===== src/rtl/dp_mode_loader.sv =====
`default_nettype none
// ============================================================================
// Module   : dp_mode_loader
// Purpose  : Local-bus master that programs the DisplayPort test-pattern
//            timing register block with one of three built-in video modes.
//            A sequence holds the pattern generator in reset (0x00=1), writes
//            the 14 timing registers, releases reset (0x00=0), then reads
//            HEIGHT (0x04) and WIDTH (0x08) back to verify them.
// Ports    :
//   aq_local_clk  in   sole clock, rising edge
//   rst_n         in   asynchronous active-low reset
//   start         in   level, sampled only while idle; begins a load
//   mode          in   0=1280x720p60 1=1920x1080p60 2=640x480p60 3=reserved
//   busy          out  high from the first bus cycle until done
//   done          out  one-cycle pulse at sequence end (success or error)
//   error         out  sticky, cleared when the next start is accepted
//   err_code      out  0=none 1=bad mode 2=ACK timeout 3=verify mismatch
//   m_cs/m_rnw    out  bus chip-select and read/not-write
//   m_addr        out  byte address, bits 31:8 always 0
//   m_be          out  4'hF during chip-select
//   m_wdata       out  zero-extended 16-bit write value
//   m_ack         in   slave acknowledge
//   m_rdata       in   read data, valid with m_ack on a read
// Revision : 1.0 - initial release
// ============================================================================
module dp_mode_loader #(
  parameter int ACK_TIMEOUT = 255
) (
  input  logic        aq_local_clk,
  input  logic        rst_n,
  input  logic        start,
  input  logic [1:0]  mode,
  output logic        busy,
  output logic        done,
  output logic        error,
  output logic [1:0]  err_code,
  output logic        m_cs,
  output logic        m_rnw,
  output logic [31:0] m_addr,
  output logic [3:0]  m_be,
  output logic [31:0] m_wdata,
  input  logic        m_ack,
  input  logic [31:0] m_rdata
);

  // Counter only needs to reach ACK_TIMEOUT-1 before the abort fires.
  localparam int            CW       = (ACK_TIMEOUT > 2) ? $clog2(ACK_TIMEOUT) : 1;
  localparam logic [CW-1:0] CNT_LAST = CW'(ACK_TIMEOUT - 1);

  // Entries 0..15 are writes, 16..17 the verify reads; 18 means all done.
  localparam logic [4:0] IDX_READ0 = 5'd16;
  localparam logic [4:0] IDX_END   = 5'd18;

  typedef enum logic [1:0] {
    S_IDLE = 2'd0,
    S_REQ  = 2'd1,
    S_GAP  = 2'd2,
    S_FIN  = 2'd3
  } state_t;

  state_t        state;
  logic [4:0]    idx;
  logic [1:0]    mode_q;
  logic          abort;
  logic [CW-1:0] wait_cnt;
  logic [7:0]    addr_q;
  logic [15:0]   wdata_q;

  assign m_addr  = {24'h0, addr_q};
  assign m_wdata = {16'h0, wdata_q};

  // Timing value k (0..13) of mode md, in register-table order starting at
  // HEIGHT. The reserved mode returns zeros; it never reaches the bus.
  function automatic logic [15:0] mode_val(input logic [1:0] md, input logic [3:0] k);
    logic [15:0] v;
    v = 16'd0;
    case (md)
      2'd0: case (k)
        4'd0: v = 16'd750;   4'd1: v = 16'd1650; 4'd2: v = 16'd30;
        4'd3: v = 16'd370;   4'd4: v = 16'd3;    4'd5: v = 16'd8;
        4'd6: v = 16'd0;     4'd7: v = 16'd1650; 4'd8: v = 16'd0;
        4'd9: v = 16'd750;   4'd10: v = 16'd72;  4'd11: v = 16'd152;
        4'd12: v = 16'd270;  4'd13: v = 16'd520;
        default: v = 16'd0;
      endcase
      2'd1: case (k)
        4'd0: v = 16'd1125;  4'd1: v = 16'd2200; 4'd2: v = 16'd45;
        4'd3: v = 16'd280;   4'd4: v = 16'd4;    4'd5: v = 16'd9;
        4'd6: v = 16'd0;     4'd7: v = 16'd2200; 4'd8: v = 16'd0;
        4'd9: v = 16'd1125;  4'd10: v = 16'd88;  4'd11: v = 16'd132;
        4'd12: v = 16'd405;  4'd13: v = 16'd675;
        default: v = 16'd0;
      endcase
      2'd2: case (k)
        4'd0: v = 16'd525;   4'd1: v = 16'd800;  4'd2: v = 16'd45;
        4'd3: v = 16'd160;   4'd4: v = 16'd10;   4'd5: v = 16'd12;
        4'd6: v = 16'd0;     4'd7: v = 16'd800;  4'd8: v = 16'd0;
        4'd9: v = 16'd525;   4'd10: v = 16'd16;  4'd11: v = 16'd112;
        4'd12: v = 16'd120;  4'd13: v = 16'd360;
        default: v = 16'd0;
      endcase
      default: v = 16'd0;
    endcase
    return v;
  endfunction

  // Byte address of sequence entry k.
  function automatic logic [7:0] entry_addr(input logic [4:0] k);
    logic [7:0] a;
    a = 8'h00;
    if (k >= 5'd1 && k <= 5'd12) a = 8'(k) << 2;  // 0x04..0x30, contiguous
    else if (k == 5'd13)         a = 8'h4C;       // ACTIVE_VIEW start
    else if (k == 5'd14)         a = 8'h50;       // ACTIVE_VIEW end
    else if (k == 5'd16)         a = 8'h04;       // verify HEIGHT
    else if (k == 5'd17)         a = 8'h08;       // verify WIDTH
    else                         a = 8'h00;       // RESET register
    return a;
  endfunction

  // Write value of sequence entry k; reads drive zero.
  function automatic logic [15:0] entry_data(input logic [1:0] md, input logic [4:0] k);
    logic [15:0] d;
    d = 16'd0;
    if (k == 5'd0)                     d = 16'd1;
    else if (k >= 5'd1 && k <= 5'd14)  d = mode_val(md, 4'(k - 5'd1));
    else                               d = 16'd0;
    return d;
  endfunction

  always_ff @(posedge aq_local_clk or negedge rst_n) begin
    if (!rst_n) begin
      state    <= S_IDLE;
      idx      <= 5'd0;
      mode_q   <= 2'd0;
      abort    <= 1'b0;
      wait_cnt <= '0;
      busy     <= 1'b0;
      done     <= 1'b0;
      error    <= 1'b0;
      err_code <= 2'd0;
      m_cs     <= 1'b0;
      m_rnw    <= 1'b0;
      m_be     <= 4'h0;
      addr_q   <= 8'h00;
      wdata_q  <= 16'h0000;
    end else begin
      case (state)
        S_IDLE: begin
          done <= 1'b0;
          if (start) begin
            error    <= 1'b0;
            err_code <= 2'd0;
            abort    <= 1'b0;
            mode_q   <= mode;
            idx      <= 5'd0;
            if (mode == 2'd3) begin
              // Reserved mode: report at once, never touch the bus.
              error    <= 1'b1;
              err_code <= 2'd1;
              done     <= 1'b1;
              state    <= S_FIN;
            end else begin
              state    <= S_REQ;
              busy     <= 1'b1;
              m_cs     <= 1'b1;
              m_be     <= 4'hF;
              m_rnw    <= 1'b0;
              addr_q   <= entry_addr(5'd0);
              wdata_q  <= entry_data(mode, 5'd0);
              wait_cnt <= '0;
            end
          end
        end

        S_REQ: begin
          if (m_ack) begin
            if (m_rnw && !error &&
                ((m_rdata[31:16] != 16'h0000) ||
                 (m_rdata[15:0] != mode_val(mode_q, (idx == IDX_READ0) ? 4'd0 : 4'd1)))) begin
              error    <= 1'b1;
              err_code <= 2'd3;
            end
            idx     <= idx + 5'd1;
            state   <= S_GAP;
            m_cs    <= 1'b0;
            m_be    <= 4'h0;
            m_rnw   <= 1'b0;
            addr_q  <= 8'h00;
            wdata_q <= 16'h0000;
          end else if (wait_cnt == CNT_LAST) begin
            // Slave never answered: abandon the rest of the table.
            abort   <= 1'b1;
            if (!error) begin
              error    <= 1'b1;
              err_code <= 2'd2;
            end
            state   <= S_GAP;
            m_cs    <= 1'b0;
            m_be    <= 4'h0;
            m_rnw   <= 1'b0;
            addr_q  <= 8'h00;
            wdata_q <= 16'h0000;
          end else begin
            wait_cnt <= wait_cnt + 1'b1;
          end
        end

        S_GAP: begin
          // Any ACK here (e.g. a late read ACK) is deliberately ignored.
          if (abort || idx == IDX_END) begin
            state <= S_FIN;
            busy  <= 1'b0;
            done  <= 1'b1;
          end else begin
            state    <= S_REQ;
            m_cs     <= 1'b1;
            m_be     <= 4'hF;
            m_rnw    <= (idx >= IDX_READ0);
            addr_q   <= entry_addr(idx);
            wdata_q  <= entry_data(mode_q, idx);
            wait_cnt <= '0;
          end
        end

        S_FIN: begin
          done  <= 1'b0;
          state <= S_IDLE;
        end

        default: begin
          state <= S_IDLE;
        end
      endcase
    end
  end

endmodule
`default_nettype wire


===== config.mk =====
export PLATFORM = sky130hd
export DESIGN_NAME = dp_mode_loader
export DESIGN_NICKNAME = d
export VERILOG_FILES = /design/src/rtl/dp_mode_loader.sv
export SDC_FILE = /design/constraint.sdc
export NUM_CORES = 1
export LEC_CHECK = 0
export BUFFER_PORTS_ARGS = -buffer_cell sky130_fd_sc_hd__buf_4
export CAP_MARGIN = 20
export CORE_MARGIN = 2
export CORE_UTILIZATION = 48
export DETAILED_ROUTE_END_ITERATION = 7
export GPL_TIMING_DRIVEN = 1
export PLACE_DENSITY = 0.84
export RECOVER_POWER = 50
export SYNTH_ARGS = -nofsm -noshare
export SYNTH_HDL_FRONTEND = slang
export SYNTH_SLANG_ARGS = --single-unit

===== constraint.sdc =====
create_clock -name aq_local_clk -period 2.62 [get_ports aq_local_clk]
set_input_delay 0.393 -clock aq_local_clk [delete_from_list [all_inputs] [get_ports aq_local_clk]]
set_output_delay 0.393 -clock aq_local_clk [all_outputs]
set_load 0.05 [all_outputs]

==> results of run 1 <==
[sequential cells by signal, indices dropped and copies added, names as in the netlist, 2 cells and up]
| name | flops |
|---|---|
| wait_cnt | 8 |
| wdata_q | 12 |
| err_code | 2 |
| mode_q | 2 |
| idx | 5 |
| addr_q | 5 |
| state | 2 |
[logic make-up (layout without fill, tap and decap cells)]
| kind of cell | count (synthesis) | after routing | synth area share |
|---|---|---|---|
| and+or+nand+nor | 170 | 170 | 0.226 |
| other | 1 | 47 | 0.00100 |
| AOI/OAI and AO/OA | 135 | 135 | 0.244 |
| muxes | 7 | 7 | 0.0197 |
| xor gates and xnor gates | 12 | 12 | 0.0318 |
| buffers and inverters | 97 | 116 | 0.153 |
| adders and majority gates | 13 | 13 | 0.0435 |
| DFF | 42 | 42 | 0.281 |
[critical path, stage by stage (launching register included)]
cell      delay, ns
dfrtp_1        0.53
buf_4          0.22
nor2_2         0.05
a31o_1         0.24
a211o_1        0.36
o21bai_4       0.21
nor3_2         0.36
nand2_1        0.22
o21ai_1        0.18
[layer usage]
layer  up-vias  track usage  routed length [um]
li1       1747            -                   -
met1      1750        0.330                4270
met2       247        0.403                4980
met3        34       0.0435                1030
met4         0       0.0883                 341
met5         -            0                   0
[layout make-up]
class                           instances  area (um2)  area share
Multi-Input combinational cell        384        2290       0.536
Sequential cell                        42        1050       0.246
Timing Repair Buffer                   92         651       0.152
Tap cell                              102         128      0.0299
Clock buffer                            5        68.8      0.0161
Inverter                               16        60.1      0.0141
Clock inverter                          3        21.3     0.00498
[worst max-delay path by stage]
| stage | startpoint | to | slack, ns | cells after the start |
|---|---|---|---|---|
| finish | idx[2]$_DFFE_PN0P_ | wdata_q[2]$_DFFE_PN0P_ | 0.17 | 8 |
| global route | idx[2]$_DFFE_PN0P_ | wdata_q[2]$_DFFE_PN0P_ | 0.03 | 8 |
| CTS | idx[0]$_DFFE_PN0P_ | err_code[0]$_DFFE_PN0P_ | 0.1 | 9 |
| detailed placement | idx[0]$_DFFE_PN0P_ | err_code[0]$_DFFE_PN0P_ | 0.13 | 9 |
| global placement | idx[0]$_DFFE_PN0P_ | err_code[0]$_DFFE_PN0P_ | 0.18 | 9 |
| floorplan | idx[1]$_DFFE_PN0P_ | err_code[0]$_DFFE_PN0P_ | 0.009 | 12 |
[power by group through the flow]
stage | clock network, W | registers, W | logic (W)
final | 0.000444 | 0.000919 | 0.00353
after global routing | 0.000479 | 0.000943 | 0.00377
after floorplan | 0 | 0.00109 | 0.00239
after CTS | 0.000445 | 0.000919 | 0.00346
after detailed placement | 0 | 0.000930 | 0.00344
after global placement | 0 | 0.000925 | 0.00339
[through the flow]
step / instance area, um2 / utilization / hold WS, ns / setup WS (ns) / std cells
floorplan: 3920 / - / 0.0974 / 0.00922 / 523
CTS: 4320 / 0.565 / 0.0810 / 0.0955 / 644
detailed placement: 4230 / 0.553 / 0.412 / 0.135 / 636
global placement: 4230 / 0.553 / 0.402 / 0.180 / 636
finish: 4270 / 0.559 / 0.0629 / 0.170 / 644
global route: 4270 / 0.559 / 0.0952 / 0.0322 / 644
[cells in the mapped netlist (9+ instances only)]
library cell   n
dfrtp_1       42
o21ai_1       21
nand2_1       57
clkbuf_1      16
buf_4         52
nand3_1       12
a31oi_1        9
a21oi_1       23
nor4_1         9
ha_1          13
nor3_1        14
buf_2         10
o21ai_0       19
inv_1         14
nor2_1        36
==> results.toml, run 1 <==
[placement]
gp_congestion = 0.923
dpl.hpwl_mm = 7.98
io_buffers = 65

[detailed_routing]
drt_pass1_iterations = 5
ant_nets = 0
routed_wirelength_mm = 10.6
drcViolationCount = 0
vias = 3778
post_drt_wl_per_cell_um = 16.5
vias_per_cell = 5.87
drt_iter0_drc = 447

[critical_path]
r2r-start = "idx[2]$_DFFE_PN0P_"
crit_path_start_kind = "flop"
worstPathArrival_ns = 2.69
critical_path_class = "reg -> reg"
end_kind = "flop"
r2r_slack_ns = 0.17
reg2reg_depth = 8
crit_fanout = 7
critPathRequiredTime_ns = 2.86
r2r-end = "wdata_q[2]$_DFFE_PN0P_"

[power]
combPwrFrac = 0.721
switching_share = 0.557
worst_ir_drop_vdd_v = 0.000578
p_int_w = 0.00217
power_w = 0.00489
p_per_area_mw_per_mm2 = 1140
power.switching_w = 0.00272
seqPwrFrac = 0.188
p_leak_nw = 1.91
p_clk_frac = 0.091

[grt]
grt_use_total = 0.247
grt_pass1_vias = 3414
overflow = 0
grt_max_degree = 43
grt_pass1_wl_mm = 17.0
antenna_found_initial = 0

[timing]
slew_headroom = 0.582
fmax_ghz = 0.408
timing_worst_slew_pin_value_ns = 0.629
maxSlewViolCount = 0
setup_viol = 0
rsz0062_at_grt = "no"
finalHoldViolations = 0
finalSetupTns_ns = 0
finalClockSkew_ns = 0.00605
finalCritPeriodShare = 0.935
fin_crit_ns = 2.45

[clocking]
cts.clk_slew.worst_paths_ns = 0.09
cts_resized = 0
cts_hold_buffers = 0
clock_latency_ns = 0.30
clockBufferDepth = 2
clockRootBuffer = "clkbuf_8"
cts_tree = "yes"
clock_sinks = 42
cts_buffers = 5
cts_setup_buffers = 0
h-tree-depth = 2

[synth]
netlist_area_mm2 = 0.00374
avgSynthCellArea_um2 = 7.84
synth_edf_count = 0
yosys_register_bits = 42
synth_top_area_cell = "dfrtp_1"
synth_area_leaders = "dfrtp_1, buf_4, nand2_1, ha_1, nor2_1"
seq_area_frac_synth = 0.281
netlist.area_leader.share = 0.281
synthDistinctLibCells = 70
synth_warnings = 0
syn_inst = 477
ys.flop_type = "dfrtp_1"
async_flop_share = 1.00

[job]
drv_cap = 0

[floorplan]
die-height_um = 92.3
initial_core_util = 0.489
ios = 113
rows = 32
die_x_um = 92.3
die_area_mm2 = 0.00851
core_area_mm2 = 0.00765

[layout]
syn_to_final_growth_pct = 14.3
drive_gt1_frac = 0.188
fin_nets = 592
final_cell_mix = "buf_4, nand2_1, conb_1"
fillers = 723
antenna_cells = 0
final_common_cell = "buf_4"

[status]
status = "complete, no violations"

[min_path]
holdCritPathClass = "in -> async"
(Power assumes the default switching activity.)
==> run 2, diff against run 1 <==
Settings changed: ABC_AREA set to 1, ABC_CLOCK_PERIOD_IN_PS set to 2620, CORE_UTILIZATION 48 to 47, PLACE_DENSITY 0.84 to 0.83.
==> run 2 against run 1 <==
Compared with the run above: the run now ends with max-capacitance violations, max-slew violations left; setup slack better by 0.083 ns; clock skew is 0.0038 ns higher; clock power is 21% higher; register-to-register slack better by 0.08 ns; hold slack better by 0.27 ns; largest power group unchanged.
==> results.toml, run 2 <==
[status]
status = "finished with violations"
violations = "max-capacitance violations, max-slew violations"

[grt]
grt_max_degree = 43
grt_pass1_vias = 3133
grt_pass1_wl_mm = 14.6
overflow = 0
grt_use_total = 0.211
antenna_found_initial = 0

[detailed_routing]
drt_pass1_iterations = 6
vias = 3476
vias_per_cell = 5.14
ant_nets = 0
routed_wirelength_mm = 8.94
post_drt_wl_per_cell_um = 13.2
drcViolationCount = 0
drt_iter0_drc = 375

[timing]
finalHoldViolations = 0
fin_crit_ns = 2.37
setup_viol = 0
fmax_ghz = 0.422
finalCritPeriodShare = 0.903
maxSlewViolCount = 43
setup_slack_ns = 0.253
slew_headroom = -0.496
timing_worst_slew_pin_value_ns = 2.24
rsz0062_at_grt = "no"
finalClockSkew_ns = 0.00983
finalSetupTns_ns = 0

[power]
switching_share = 0.581
seqPwrFrac = 0.198
p_int_w = 0.00200
worst_ir_drop_vdd_v = 0.000463
power.switching_w = 0.00278
p_clk_frac = 0.112
p_leak_nw = 2.03
combPwrFrac = 0.690
p_per_area_mw_per_mm2 = 1200

[synth]
synth_warnings = 0
synth_edf_count = 0
yosys_register_bits = 42
synth_common_cells = "nand2_1, nor2_1, buf_4"
ys.flop_type = "dfrtp_1"
seq_area_frac_synth = 0.294
syn_inst = 514
avgSynthCellArea_um2 = 6.95
netlist_area_mm2 = 0.00357
yosysMostFrequentCell = "nand2_1"
synthDistinctLibCells = 43
synth_area_leaders = "dfrtp_1, nand2_1, buf_4, nor2_1, inv_1"
netlist.area_leader.share = 0.294
synth_top_area_cell = "dfrtp_1"
async_flop_share = 1.00

[floorplan]
initial_core_util = 0.490
die_x_um = 91.2
die_area_mm2 = 0.00831
core_area_mm2 = 0.00729
die-height_um = 91.2
ios = 113
rows = 31

[clocking]
cts_buffers = 5
cts.clk_slew.worst_paths_ns = 0.09
clockRootBuffer = "clkbuf_8"
h-tree-depth = 2
cts_hold_buffers = 0
clock_latency_ns = 0.31
cts_tree = "yes"
cts_setup_buffers = 0
clock_sinks = 42
clockBufferDepth = 2
cts_resized = 0

[layout]
largest-register = "wdata_q"
multi_input_area_mm2 = 0.00202
register_area_mm2 = 0.00105
largest_reg_flops = 12
fillers = 728
syn_to_final_growth_pct = 12.1
drive_gt1_frac = 0.166
final_common_cell = "nand2_1"
fin_nets = 627
top_regs = "wdata_q x12, wait_cnt x8"
antenna_cells = 0
final_cell_mix = "nand2_1, buf_4, nor2_1"

[min_path]
holdCritPathClass = "in -> reg"

[critical_path]
crit_fanout = 12
critPathRequiredTime_ns = 2.82
r2r_slack_ns = 0.25
worstPathArrival_ns = 2.57
end_kind = "flop"
critical_path_class = "reg -> reg"
crit_path_start_kind = "flop"

[placement]
dpl.hpwl_mm = 7.03
io_buffers = 65
pre_cts_ws_ns = 0.277
gp_congestion = 1.03

[job]
drv_cap = 1
==> run 2: changes by cell type after synthesis, moves of 8 or more <==
cell      change
nand2_1      +56
inv_1        +36
nand3_1      +25
nor2_1       +19
o21ai_0      +16
clkbuf_1     -14
o21ai_1      -13
nor3_1        -9
nor4_1        -9
nand2_2       +8
nand2b_1      -8
==> run 2: cell type report <==
type	instances	share of cell area
Timing Repair Buffer	72	0.122
Tap cell	99	0.0310
Inverter	55	0.0516
Sequential cell	42	0.263
Multi-Input combinational cell	400	0.505
Clock buffer	5	0.0172
Clock inverter	3	0.0109
==> run 2: power groups by stage <==
stage / Sequential, W / Clock (W) / Combinational [W]
final: 0.000947 / 0.000537 / 0.00330
after global routing: 0.000965 / 0.000569 / 0.00362
after CTS: 0.000945 / 0.000549 / 0.00327
after detailed placement: 0.000958 / 0 / 0.00325
after global placement: 0.000949 / 0 / 0.00329
after floorplan: 0.00116 / 0 / 0.00235
==> run 2: cells by family (layout without fill, tap and decap cells) <==
group / Yosys count / after routing / synth area share
buffers and inverters: 118 / 135 / 0.189
AO/OA/AOI/OAI: 87 / 87 / 0.142
other: 1 / 47 / 0.00105
XOR/XNOR: 3 / 3 / 0.00736
AND/OR/NAND/NOR: 250 / 250 / 0.322
flip-flops: 42 / 42 / 0.294
adder cells (fa/ha/maj): 13 / 13 / 0.0456
==> run 2: worst paths after layout <==
kind | from | endpoint | depth (start not counted)
worst max-delay path | idx[0]$_DFFE_PN0P_ | err_code[0]$_DFFE_PN0P_ | 13
max in group asynchronous | rst_n | wdata_q[3]$_DFFE_PN0P_ | 1
worst max register to register | idx[0]$_DFFE_PN0P_ | err_code[0]$_DFFE_PN0P_ | 13
min in group asynchronous | rst_n | wait_cnt[3]$_DFFE_PN0P_ | 1
worst min register to register | err_code[1]$_DFFE_PN0P_ | err_code[1]$_DFFE_PN0P_ | 2
worst min-delay path | mode[0] | mode_q[0]$_DFFE_PN0P_ | 3
==> run 2: critical path, stage by stage (launching register included) <==
cell and delay (ns):
dfrtp_1 0.38, inv_1 0.21, ha_1 0.54, nand3_4 0.24
nand2_1 0.16, nand2_1 0.06, nand2_1 0.05, nand2_1 0.05
nor2_1 0.11, nand4_1 0.14, nand2_1 0.10, nand2_2 0.08
nand3_1 0.08, nand2_1 0.06
==> run 2: layer usage <==
metal  routed length, um  track usage
met1                3980        0.287
met2                4200        0.352
met3                 665       0.0315
met4                  89       0.0530
met5                   0            0
==> run 2: per-stage QoR <==
| stage | cell area (um2) | util | instances | total power [W] | hold WS [ns] |
|---|---|---|---|---|---|
| 2_1_floorplan | 3740 | - | 560 | 0.00351 | 0.0974 |
| 3_3_place_gp | 3940 | 0.540 | 668 | 0.00424 | 0.407 |
| 3_5_place_dp | 3940 | 0.540 | 668 | 0.00421 | 0.420 |
| 4_1_cts | 4050 | 0.556 | 676 | 0.00476 | 0.0821 |
| 5_1_grt | 4000 | 0.549 | 676 | 0.00515 | 0.361 |
| 6_report | 4000 | 0.549 | 676 | 0.00479 | 0.336 |
